### src/rtl/toeplitz_seed_dump_if.sv
// Output word stream of the Toeplitz seed dump.
//   dout        : current BS-bit seed word
//   dout_valid  : dout holds a valid word
//   dout_ready  : sink accepts dout when dout_valid && dout_ready
//   dout_sel    : 0 = column word, 1 = row word
//   dout_last   : final row word of the dump
// master = the dump block (word source), slave = the sink.
interface toeplitz_seed_dump_if #(
  parameter int BS = 64
);
  logic [BS-1:0] dout;
  logic          dout_valid;
  logic          dout_ready;
  logic          dout_sel;
  logic          dout_last;

  modport master (
    output dout, dout_valid, dout_sel, dout_last,
    input  dout_ready
  );

  modport slave (
    input  dout, dout_valid, dout_sel, dout_last,
    output dout_ready
  );
endinterface

### src/rtl/toeplitz_seed_dump.sv
// Streams the Toeplitz seed held by the hashing datapath back out as BS-bit
// words in hex-seed-file order: column words c[0..YSZ-1], then row words
// r[0..XSZ-1]. The row image is rebuilt from the reversed row vector by
// undoing the bit reversal and restoring the corner bit shared with the column.
// Ports:
//   clk, rst  : clock, asynchronous active-high reset
//   start     : one-cycle dump request, honoured only when idle
//   rrow0     : reversed-order row vector (N bits) as driven into the core
//   col0      : column vector (L bits) as driven into the core
//   busy      : dump in progress (through the done cycle)
//   done      : one-cycle pulse after the final word handshake
//   dbus      : output word stream (dout/valid/ready/sel/last)
module toeplitz_seed_dump #(
  parameter int BS = 64,
  parameter int N  = 256,
  parameter int L  = 128
) (
  input  logic                  clk,
  input  logic                  rst,
  input  logic                  start,
  input  logic [N-1:0]          rrow0,
  input  logic [L-1:0]          col0,
  output logic                  busy,
  output logic                  done,
  toeplitz_seed_dump_if.master  dbus
);

  localparam int XSZ   = N / BS;
  localparam int YSZ   = L / BS;
  localparam int MAXSZ = (XSZ > YSZ) ? XSZ : YSZ;
  localparam int CW    = $clog2(MAXSZ + 1);

  if (N % BS != 0) begin : g_bad_n
    $error("toeplitz_seed_dump: N must be a multiple of BS");
  end
  if (L % BS != 0) begin : g_bad_l
    $error("toeplitz_seed_dump: L must be a multiple of BS");
  end

  typedef enum logic [1:0] {IDLE, COL, ROW, FIN} state_t;

  state_t        state_reg, state_next;
  logic [CW-1:0] cnt_reg, cnt_next, cnt_inc;
  logic [L-1:0]  col_reg;
  logic [N-1:0]  rflat_reg, rflat_in;
  logic [BS-1:0] dout_reg, dout_next;
  logic          sel_reg, sel_next;
  logic          last_reg, last_next;
  logic          capture, valid, hs;
  logic [BS-1:0] col_words [YSZ];
  logic [BS-1:0] row_words [XSZ];
  logic [BS-1:0] col_at_inc, row_at_inc;

  // The top bit of rrow0 is the corner bit, which the core also gets from
  // the column; the column copy is the authoritative one.
  logic unused_rrow_msb;
  assign unused_rrow_msb = rrow0[N-1];

  // Flat row image: undo the reversal, corner bit comes from the column MSB.
  for (genvar gi = 0; gi < N - 1; gi++) begin : g_rflat
    assign rflat_in[gi] = rrow0[N-2-gi];
  end
  assign rflat_in[N-1] = col0[L-1];

  for (genvar gi = 0; gi < YSZ; gi++) begin : g_col_words
    assign col_words[gi] = col_reg[L-1-gi*BS -: BS];
  end
  for (genvar gi = 0; gi < XSZ; gi++) begin : g_row_words
    assign row_words[gi] = rflat_reg[N-1-gi*BS -: BS];
  end

  // The output word is registered, so the mux looks one word ahead.
  assign cnt_inc = cnt_reg + CW'(1);

  always_comb begin
    col_at_inc = '0;
    row_at_inc = '0;
    for (int i = 0; i < YSZ; i++)
      if (cnt_inc == CW'(i)) col_at_inc = col_words[i];
    for (int i = 0; i < XSZ; i++)
      if (cnt_inc == CW'(i)) row_at_inc = row_words[i];
  end

  assign valid = (state_reg == COL) || (state_reg == ROW);
  assign hs    = valid && dbus.dout_ready;

  always_comb begin
    state_next = state_reg;
    cnt_next   = cnt_reg;
    dout_next  = dout_reg;
    sel_next   = sel_reg;
    last_next  = last_reg;
    capture    = 1'b0;
    case (state_reg)
      IDLE: begin
        if (start) begin
          capture    = 1'b1;
          state_next = COL;
          cnt_next   = '0;
          dout_next  = col0[L-1 -: BS];  // c[0] straight from the inputs
          sel_next   = 1'b0;
          last_next  = 1'b0;
        end
      end
      COL: begin
        if (hs) begin
          if (cnt_reg == CW'(YSZ - 1)) begin
            state_next = ROW;
            cnt_next   = '0;
            dout_next  = row_words[0];
            sel_next   = 1'b1;
            last_next  = (XSZ == 1);
          end else begin
            cnt_next  = cnt_inc;
            dout_next = col_at_inc;
          end
        end
      end
      ROW: begin
        if (hs) begin
          if (cnt_reg == CW'(XSZ - 1)) begin
            state_next = FIN;
            cnt_next   = '0;
            last_next  = 1'b0;
          end else begin
            cnt_next  = cnt_inc;
            dout_next = row_at_inc;
            last_next = (cnt_inc == CW'(XSZ - 1));
          end
        end
      end
      FIN: begin
        state_next = IDLE;
        cnt_next   = '0;
      end
      default: begin
        state_next = IDLE;
        cnt_next   = '0;
      end
    endcase
  end

  always_ff @(posedge clk or posedge rst) begin
    if (rst) begin
      state_reg <= IDLE;
      cnt_reg   <= '0;
      dout_reg  <= '0;
      sel_reg   <= 1'b0;
      last_reg  <= 1'b0;
      col_reg   <= '0;
      rflat_reg <= '0;
    end else begin
      state_reg <= state_next;
      cnt_reg   <= cnt_next;
      dout_reg  <= dout_next;
      sel_reg   <= sel_next;
      last_reg  <= last_next;
      if (capture) begin
        col_reg   <= col0;
        rflat_reg <= rflat_in;
      end
    end
  end

  assign busy            = (state_reg != IDLE);
  assign done            = (state_reg == FIN);
  assign dbus.dout       = dout_reg;
  assign dbus.dout_valid = valid;
  assign dbus.dout_sel   = sel_reg;
  assign dbus.dout_last  = last_reg;

endmodule

### src/flat_wrapper.sv
// flat-port wrapper written by rule: the top's interface ports become plain ports
module toeplitz_seed_dump_flat 
#(
  parameter int BS = 64,
  parameter int N  = 256,
  parameter int L  = 128
)
  (clk, rst, start, rrow0, col0, busy, done, dbus_dout, dbus_dout_valid, dbus_dout_sel, dbus_dout_last, dbus_dout_ready);
  toeplitz_seed_dump_if #(.BS(BS)) dbus_i ();
  input  logic clk;
  input  logic rst;
  input  logic start;
  input  logic [N-1:0] rrow0;
  input  logic [L-1:0] col0;
  output logic busy;
  output logic done;
  output wire logic [$bits(dbus_i.dout)-1:0] dbus_dout;
  output wire logic [$bits(dbus_i.dout_valid)-1:0] dbus_dout_valid;
  output wire logic [$bits(dbus_i.dout_sel)-1:0] dbus_dout_sel;
  output wire logic [$bits(dbus_i.dout_last)-1:0] dbus_dout_last;
  input wire logic [$bits(dbus_i.dout_ready)-1:0] dbus_dout_ready;
  assign dbus_dout = dbus_i.dout;
  assign dbus_dout_valid = dbus_i.dout_valid;
  assign dbus_dout_sel = dbus_i.dout_sel;
  assign dbus_dout_last = dbus_i.dout_last;
  assign dbus_i.dout_ready = dbus_dout_ready;
  toeplitz_seed_dump #(.BS(BS), .N(N), .L(L)) u_core (.clk(clk), .rst(rst), .start(start), .rrow0(rrow0), .col0(col0), .busy(busy), .done(done), .dbus(dbus_i));
endmodule
### config.mk
export PLATFORM = sky130hd
export DESIGN_NAME = toeplitz_seed_dump_flat
export DESIGN_NICKNAME = d
export VERILOG_FILES = /design/src/rtl/toeplitz_seed_dump_if.sv /design/src/rtl/toeplitz_seed_dump.sv /design/src/flat_wrapper.sv
export SDC_FILE = /design/constraint.sdc
export NUM_CORES = 1
export LEC_CHECK = 0
export ABC_CLOCK_PERIOD_IN_PS = 19180
export CAP_MARGIN = 30
export CELL_PAD_IN_SITES_DETAIL_PLACEMENT = 1
export CELL_PAD_IN_SITES_GLOBAL_PLACEMENT = 2
export CORE_UTILIZATION = 31
export DETAILED_ROUTE_END_ITERATION = 6
export PLACE_DENSITY_LB_ADDON = 0.3
export REMOVE_ABC_BUFFERS = 1
export SLEW_MARGIN = 20
export SYNTH_ARGS = -nofsm -noshare
export SYNTH_HDL_FRONTEND = slang
export SYNTH_SLANG_ARGS = --single-unit
### constraint.sdc
create_clock -name clk -period 19.18 [get_ports clk]
set_input_delay 5.754 -clock clk [delete_from_list [all_inputs] [get_ports clk]]
set_output_delay 5.754 -clock clk [all_outputs]
set_load 0.005 [all_outputs]
==> results.txt <==
----------------------------------------------------
[Synthesis]
  Synth area leaders ... sky130_fd_sc_hd__dfrtp_1 54%, sky130_fd_sc_hd__mux2_2 21%, sky130_fd_sc_hd__and3_1 3.7%
  Basic-gate share of the synthesized area counting and, or, nand and nor cells ... 6.26%
  Post-Syn Area ... 0.0211 mm^2
  Post-synthesis cell type with the largest combined area ... sky130_fd_sc_hd__dfrtp_1
  Synth Instances ... around 1600
  Complex-gate fraction of the synthesized area ... 14.6%
  Adder-cell share of the synthesized area ... 0.653%
  Post-synth cell types ... 39
  Sequential element share of the synthesized area ... 53.9%
  Fraction of synthesized cell area taken by the top area cell type ... 53.9%
  Most frequent cells after synthesis ... 454 x sky130_fd_sc_hd__dfrtp_1, 384 x sky130_fd_sc_hd__mux2_2, 126 x sky130_fd_sc_hd__and3_1
  Count of flip-flops with a built-in enable after synthesis ... 0
  Post-synthesis mux area share ... 20.6%
  Post-synthesis register bit count ... ~450
  Xor and xnor fraction of the mapped netlist area ... 0%
  Ys async rst share ... 100%
  Most repeated cell in the gate-level netlist after synthesis ... sky130_fd_sc_hd__dfrtp_1
  Syn avg cell area ... 12.9 um^2
  Main combinational cell family by area after synthesis ... multiplexers
  Most used flip-flop cell after synthesis ... sky130_fd_sc_hd__dfrtp_1
  Syn. warnings ... 0

[CTS]
  Htree depth ... 2
  TritonCTS sink count ... 454
  Deepest clock path buffer count ... 3
  CTS Buf Count ... 54
  Buffers inserted by post-CTS timing repair ... 0
  Gates resized, CTS repair ... 0
  Clock transition time at the flip-flop clock pins of the worst setup and hold paths ... around 0.060 ns
  Cts hold-fix bufs ... 0
  Master cell of the clock root buffer ... sky130_fd_sc_hd__clkbuf_16
  TritonCTS clock tree ... yes
  Source-to-sink clock delay at the later pin of the worst-skew pair ... 0.60 ns

[STA]
  Sum of negative setup slack ... 0 ns
  Final-report hold violation count ... 0
  Transition at the pin with the smallest max-transition slack ... 0.929 ns
  Total count of max-transition violations in the final report ... 0
  Final count of negative-setup-slack endpoints ... 0
  Worst clock skew ... 0.0191 ns
  Headroom to the max-slew limit ... around two fifths
  Final worst-path setup slack ... ~10 ns
  Highest attainable clock frequency ... 0.108 GHz
  Final critical-path share of the clock period ... 48.5%
  Tmin final ... 9.30 ns
  RSZ-0062 raised after global routing ... false

[Min path]
  Min-Delay Path Class ... reg2reg

[Worst setup path]
  Kind of end point of the critical path ... flip-flop
  Largest delay share family, worst path ... buffers and inverters
  Critical path fanouts, max ... ~60
  Endpoint of the lowest-slack register-to-register path ... u_core.col_reg[28]$_DFFE_PP0P_
  Kind of critical path ... in2reg
  Worst-path cell with the longest stage delay ... sky130_fd_sc_hd__buf_4
  Worst r2r src ... u_core.state_reg[0]$_DFFE_PP0P_
  Crit path buffers/inverters ... 5
  Endpoint of the most critical setup path ... u_core.col_reg[28]$_DFFE_PP0P_
  Cell occurring most often along the worst timing path ... sky130_fd_sc_hd__buf_4
  Cells on worst reg2reg path ... 8
  Stage delay of the slowest cell on the critical path ... 0.72 ns
  Startpoint type of the worst setup path ... input pin
  Data required, critical path ... about 20 ns
  Crit path arrival time ... about 10 ns
  Cell breakdown of the critical path ... clkdlybuf4s50_1 > nand2_4 > buf_4 > buf_12 > buf_4 > buf_4 > mux2_2
  Launch point of the critical path ... start
  Number of cells on the critical path ... 7
  Worst reg2reg setup slack ... about 15 ns

[GRT]
  Total routing usage reported by global routing ... 22.3%
  Maximum number of pins on one net before global-route repair ... 162
  Number of global-route vias before repair ... 17600
  Wire length of the first global-routing pass ... 117000 um
  Sum of overflow across all layers after global routing ... 0
  Number of antenna violations at the first check in global routing ... 24

[Routing]
  DR vias ... 16100
  Number of iterations in the first detailed-routing pass ... 4
  Total Routed Length ... 77400 um
  Number of vias per cell after detailed routing ... 5.45
  Drc violations ... 0
  Post-detailed-route count of antenna-violating nets ... 0
  Iteration-0 DRC Markers ... between 800 and 900
  Drt wl/cell ... 26.2 um

[Placement]
  Area post-placement ... 0.0264 mm^2
  Last weighted congestion value of the routability-driven placer ... 0.777
  Placement-stage worst setup slack ... approximately 9.2 ns
  Detailed placer's ending HPWL ... 47900 um
  Cell Count Post-Placement ... ~2800
  Number of port buffers ... 455

[Power and ir drop]
  Worst ir drop on vdd ... between 0.1 and 0.15 mV
  Total power ... 4.99 mW
  Leakage power of the design ... 11.3 nW
  Cell Pwr Density ... ~180 mW/mm^2

[Floorplan]
  Starting utilization of the core area ... 31.4%
  Floorplan core area ... 0.0673 mm^2
  Die span in x ... 263 um
  Vertical extent of the die ... 263 um
  Full die area ... slightly below 0.07 mm^2
  Number of top-level pins ... 457
  Number of rows in the core area ... 95

[Finish]
  Final Instance Area ... 0.0282 mm^2
  Layout overhead on the synthesized area ... 33.8%
  Final Instance Count excl. Fillers ... 2951
  Flip-flop count of the largest register after layout ... 255
  Number of nets at the end of the flow ... 2424
  Fraction of final layout cells sized beyond drive strength 1 ... 25.0%
  Number of fill cells in the layout ... 6968

[Status]
  Status ... complete, no violations

[Job]
  Number of max-cap violations ... 0

----------------------------------------------------
## metal layers
| layer | vias up | global-route usage, % | routed length, um |
|---|---|---|---|
| li1 | 7027 | - | - |
| met1 | 8497 | 28.6 | 33200 |
| met5 | - | 0 | 121 |
| met2 | 407 | 37.3 | 37700 |
| met4 | 20 | 6.70 | 1820 |
| met3 | 127 | 5.29 | 4540 |
## cells in the final DEF, fill, tap and decap left out, types with 7 or more instances in the layout
cell type                         instances
sky130_fd_sc_hd__nor2b_1                 65
sky130_fd_sc_hd__o21ai_1                 10
sky130_fd_sc_hd__a221oi_1                63
sky130_fd_sc_hd__o21ai_0                 63
sky130_fd_sc_hd__diode_2                 13
sky130_fd_sc_hd__clkinv_2                 7
sky130_fd_sc_hd__o2bb2ai_1               64
sky130_fd_sc_hd__and3_1                 126
sky130_fd_sc_hd__o211ai_1                63
sky130_fd_sc_hd__inv_1                    9
sky130_fd_sc_hd__dfrtp_1                454
sky130_fd_sc_hd__a31oi_1                 64
sky130_fd_sc_hd__clkbuf_1                17
sky130_fd_sc_hd__clkbuf_16               55
sky130_fd_sc_hd__clkbuf_8                14
sky130_fd_sc_hd__clkdlybuf4s50_1        455
sky130_fd_sc_hd__mux2_2                 384
sky130_fd_sc_hd__buf_4                   27
sky130_fd_sc_hd__o32a_1                  63
## report_power, final
part | switching [mW] | leakage, nW | internal [mW]
logic | 1.12 | 5.05 | 1.10
registers | 0.278 | 5.40 | 1.46
clock network | 0.423 | 0.859 | 0.604
total | 1.82 | 11.3 | 3.16
## cell type report
type | instances | area (um^2) | share of cell area [%]
Clock inverter | 10 | 104 | 0.368
Antenna cell | 13 | 32.5 | 0.115
Sequential cell | 454 | 11400 | 40.2
Timing Repair Buffer | 491 | 4970 | 17.6
Multi-Input combinational cell | 1014 | 8990 | 31.8
Tap cell | 873 | 1090 | 3.87
Clock buffer | 86 | 1630 | 5.78
Inverter | 10 | 45.0 | 0.160
## cell families after synthesis
group                      count (synthesis)
AOI/OAI and AO/OA                        402
adders and majority gates                 11
buffers and inverters                    164
DFF                                      454
muxes                                    386
and+or+nand+nor                          215
## how the worst min path moves through the flow
stage                                      from                          endpoint  slack (ns)  cells after the start
2_1_floorplan     u_core.col_reg[0]$_DFFE_PP0P_     u_core.col_reg[0]$_DFFE_PP0P_        0.47                      1
6_report       u_core.dbus.dout[52]$_DFFE_PP0P_  u_core.dbus.dout[52]$_DFFE_PP0P_        0.49                      1
4_1_cts        u_core.dbus.dout[52]$_DFFE_PP0P_  u_core.dbus.dout[52]$_DFFE_PP0P_        0.49                      1
5_1_grt        u_core.dbus.dout[58]$_DFFE_PP0P_  u_core.dbus.dout[58]$_DFFE_PP0P_        0.50                      1
3_5_place_dp   u_core.dbus.dout[52]$_DFFE_PP0P_  u_core.dbus.dout[52]$_DFFE_PP0P_        0.48                      1
3_3_place_gp   u_core.dbus.dout[63]$_DFFE_PP0P_  u_core.dbus.dout[63]$_DFFE_PP0P_        0.47                      1
## per-stage QoR
| step | hold slack, ns | util, % |
|---|---|---|
| global placement | 0.473 | 39.0 |
| floorplan | 0.472 | - |
| finish | 0.492 | 42.0 |
| CTS | 0.493 | 41.8 |
| detailed placement | 0.476 | 39.2 |
| global route | 0.503 | 41.9 |
Power figures use the tool's default switching activity.
